--- src/rtl/swan_sbox_layer_serial.sv ---
// swan_sbox_layer_serial: bitsliced 4-bit S-box layer over one SWAN128 half-state, LANES positions per cycle
module swan_sbox_layer_serial #(
  parameter int BLOCK_SIZE  = 128,
  parameter int SIDE_SIZE   = BLOCK_SIZE / 2,
  parameter int COLUMN_SIZE = SIDE_SIZE / 4,
  parameter int LANES       = 4
) (
  input  logic                 clk,
  input  logic                 rst_n,
  input  logic                 in_valid,
  output logic                 in_ready,
  input  logic [0:SIDE_SIZE-1] x,
  output logic                 out_valid,
  input  logic                 out_ready,
  output logic [0:SIDE_SIZE-1] y
);
  localparam int PW = $clog2(COLUMN_SIZE) + 1;
  localparam int IW = $clog2(SIDE_SIZE);
  localparam logic [63:0] SBOX = 64'h1A4C6F392DB7508E;
  typedef enum logic [1:0] {IDLE, BUSY, DONE} state_t;
  state_t state, state_nxt;
  logic [0:SIDE_SIZE-1] st, st_sub, st_nxt;
  logic [PW-1:0] pos, pos_nxt;
  logic last;
  logic [IW-1:0] idx [LANES];
  logic [3:0] sub [LANES];
  function automatic logic [3:0] sbox(input logic [3:0] n);
    return 4'(SBOX >> (4 * (15 - int'(n))));
  endfunction
  for (genvar g = 0; g < LANES; g++) begin : g_lane
    assign idx[g] = IW'(pos) + IW'(g);
    assign sub[g] = sbox({st[idx[g]], st[idx[g] + IW'(COLUMN_SIZE)],
                          st[idx[g] + IW'(2 * COLUMN_SIZE)], st[idx[g] + IW'(3 * COLUMN_SIZE)]});
  end
  // substituted nibbles are written back in place across the four rows
  always_comb begin
    st_sub = st;
    for (int l = 0; l < LANES; l++) begin
      st_sub[idx[l]]                          = sub[l][3];
      st_sub[idx[l] + IW'(COLUMN_SIZE)]       = sub[l][2];
      st_sub[idx[l] + IW'(2 * COLUMN_SIZE)]   = sub[l][1];
      st_sub[idx[l] + IW'(3 * COLUMN_SIZE)]   = sub[l][0];
    end
  end
  assign last = (pos + PW'(LANES)) == PW'(COLUMN_SIZE);
  always_comb begin
    state_nxt = state;
    st_nxt    = st;
    pos_nxt   = '0;
    state_nxt = state == IDLE ? (in_valid ? BUSY : IDLE) :
                state == BUSY ? (last ? DONE : BUSY) :
                (out_ready ? IDLE : DONE);
    st_nxt    = (state == IDLE && in_valid) ? x : state == BUSY ? st_sub : st;
    pos_nxt   = state == BUSY ? pos + PW'(LANES) : '0;
  end
  always_ff @(posedge clk or negedge rst_n) begin
    if (!rst_n) begin
      state <= IDLE;
      st    <= '0;
      pos   <= '0;
    end else begin
      state <= state_nxt;
      st    <= st_nxt;
      pos   <= pos_nxt;
    end
  end
  assign in_ready  = state == IDLE;
  assign out_valid = state == DONE;
  assign y         = st;
endmodule

--- config.mk ---
export PLATFORM = sky130hd
export DESIGN_NAME = swan_sbox_layer_serial
export DESIGN_NICKNAME = d
export VERILOG_FILES = /design/src/rtl/swan_sbox_layer_serial.sv
export SDC_FILE = /design/constraint.sdc
export NUM_CORES = 1
export LEC_CHECK = 0
export CORE_ASPECT_RATIO = 0.75
export CORE_MARGIN = 2
export CORE_UTILIZATION = 50
export DETAILED_ROUTE_END_ITERATION = 10
export GPL_TIMING_DRIVEN = 0
export PLACE_DENSITY_LB_ADDON = 0.08
export RECOVER_POWER = 25
export SLEW_MARGIN = 0
export SYNTH_ARGS = -nofsm -noshare
export SYNTH_HDL_FRONTEND = slang
export SYNTH_SLANG_ARGS = --single-unit
--- constraint.sdc ---
create_clock -name clk -period 4.6 [get_ports clk]
set_clock_uncertainty 0.2 [all_clocks]
set_input_delay 1.38 -clock clk [delete_from_list [all_inputs] [get_ports clk]]
set_output_delay 1.38 -clock clk [all_outputs]
set_load 0.02 [all_outputs]
==> reports/metrics.yaml <==
status: "finished with violations"
violations: "max-capacitance violations, max-slew violations"
synth_ff_type: "dfrtp_1"
critical_path_arrival_ps: 4380
worstHoldPathType: "reg -> reg"
cts_tree: "built"
htree_levels: 3
routed_via_density: 6.51
critPathMaxFanout: 17
netlist_area_um2: 5230
dp_hpwl_mm: 13.7
core_area_um2: 10200
cts_resized: 0
cts_hold_buffers: 0
wl_mm: 18.8
drv_cap: 1
min_period_over_period_pct: 94.6
antenna_found_initial: 0
maxSlewHeadroom_pct: -18.3
grt_pass1_wl_mm: 29.0
pin_count: 134
drtIter0Drc: 801
fin_crit_ps: 4350
yosysUniqueCellTypes: 55
wire_per_inst_um: 21.5
synth_top_cell_area_share_pct: 33.0
antenna_cells: 0
slew_viol_final: 70
setup_tns_ps: 0
final-setup-viol-count: 0
timing.fmax_ghz: 0.230
drive_above_1_share_pct: 8.68
synth-edff-count: 0
grt_max_degree: 70
final-hold-violation-count: 0
drc: 0
grt.total_usage_pct: 34.0
nets: 818
first_global_vias: 5337
clock_path_buffers: 2
rows: 32
yosysWarnings: 0
firstDrtPassIters: 6
cp-end-kind: "flop"
die_h_um: 92.5
ant_nets: 0
cp.required_ps: 4630
synth_seq_cells: 69
overflow: 0
async_flop_share_pct: 100
synth_cells: 583
critical_path_class: "reg -> reg"
synth_top_area_cell: "dfrtp_1"
io_buffers: 133
gp_congestion: 0.937
yosys-top-cells-area: "dfrtp_1 33%, mux4_2 13%, a21oi_1 5.9%"
cp-start-kind: "flop"
initial_core_util_pct: 51.2
die_area_um2: 11300
die_w_um: 122
cts.sinks: 69
synth.avg_cell_area_um2: 8.96
vias: 5683
path_clk_slew_ps: 60
fill_cells: 820
worst_pin_slew_ps: 1780
clk_latency_ps: 340
area_growth_pct: 35.6
yosysSeqAreaShare_pct: 33.0
numCtsBuffers: 9
rsz0062_at_grt: "no"
post_cts_buffers: 0
clockRootBuffer: "clkbuf_16"
==> cell usage in the layout, fill, tap and decap left out, types with 5 or more instances in the layout <==
master / n
clkbuf_1: 32
dfrtp_1: 69
o311ai_1: 5
clkbuf_16: 9
a22oi_1: 11
mux2i_1: 26
o21ai_0: 44
buf_2: 6
a21oi_1: 62
ha_1: 18
inv_1: 20
mux4_2: 29
o21ai_1: 7
nor3_1: 11
nor2_1: 60
nand2_1: 66
and2_1: 6
o22ai_1: 23
xnor2_1: 7
clkdlybuf4s50_1: 132
conb_1: 8
==> worst paths after layout <==
| path | start | end | slack, ps | depth (start not counted) |
|---|---|---|---|---|
| hold / removal | y[54] | y[54] | 350 | 2 |
| max in group asynchronous | rst_n | y[11] | 1830 | 1 |
| hold reg to reg | y[54] | y[54] | 350 | 2 |
| min in group asynchronous | rst_n | y[48] | 1310 | 1 |
| setup reg to reg | pos[4] | y[3] | 250 | 13 |
| setup / recovery | pos[4] | y[3] | 250 | 13 |
==> worst max-delay path, cell delays in order, from the launching register on <==
cell	delay (ps)
dfrtp_1	360
buf_2	250
inv_1	120
clkbuf_1	530
ha_1	210
clkbuf_1	370
mux2i_1	210
o221a_2	310
a32o_1	270
xnor2_1	210
mux2i_1	650
and2_1	250
a211oi_1	80
o22a_1	200
==> registers in the layout (all words and copies together) (netlist names) <==
register  count
y            64
pos           3
state         2
==> cells by family after synthesis <==
group,count (synthesis),share of synthesized area [%]
compound gates,192,23.0
xor+xnor,11,1.84
fa+ha+maj,18,4.31
buf+inv,65,5.10
flops,69,33.0
mux,60,18.6
other cells,2,0.144
simple gates,166,14.0
==> synthesized netlist by cell type (all sizes together) (4+ instances only) <==
library cell	instances
inv	21
nand2	66
mux2i	27
buf	12
xor2	4
o311ai	5
and2	7
a22oi	11
o22ai	23
o211ai	4
dfrtp	69
a221oi	4
mux4	29
xnor2	7
mux2	4
nor3	11
a21oi	62
clkbuf	32
ha	18
o21ai	51
o22a	4
nor2	60
==> routing by layer <==
metal / up-vias / track usage (%) / routed length (µm)
li1: 2460 / - / -
met1: 2736 / 51.4 / 7850
met2: 438 / 47.9 / 7980
met3: 49 / 8.37 / 2520
met4: 0 / 10.4 / 431
met5: - / 0 / 0
==> layout make-up <==
class | count | area (µm²) | area share (%)
Tap cell | 136 | 170 | 2.40
Inverter | 21 | 78.8 | 1.11
Clock inverter | 6 | 111 | 1.57
Multi-Input combinational cell | 455 | 3260 | 46.0
Timing Repair Buffer | 133 | 1330 | 18.7
Buffer | 43 | 184 | 2.60
Sequential cell | 69 | 1730 | 24.4
Clock buffer | 10 | 229 | 3.23
==> stage by stage <==
stage	cells	utilization (%)	hold WS (ps)	worst slack (ps)	cell area (µm²)
6_report	873	69.4	350	248	7090
5_1_grt	873	69.4	367	69.4	7090
4_1_cts	874	69.4	338	66.6	7090
3_5_place_dp	858	66.1	325	77.3	6750
3_3_place_gp	858	66.1	317	-471	6750
2_1_floorplan	589	-	286	872	5250
Power is not shown: default switching activity piles up to over one toggle a cycle in this logic, so the estimate is an artifact.
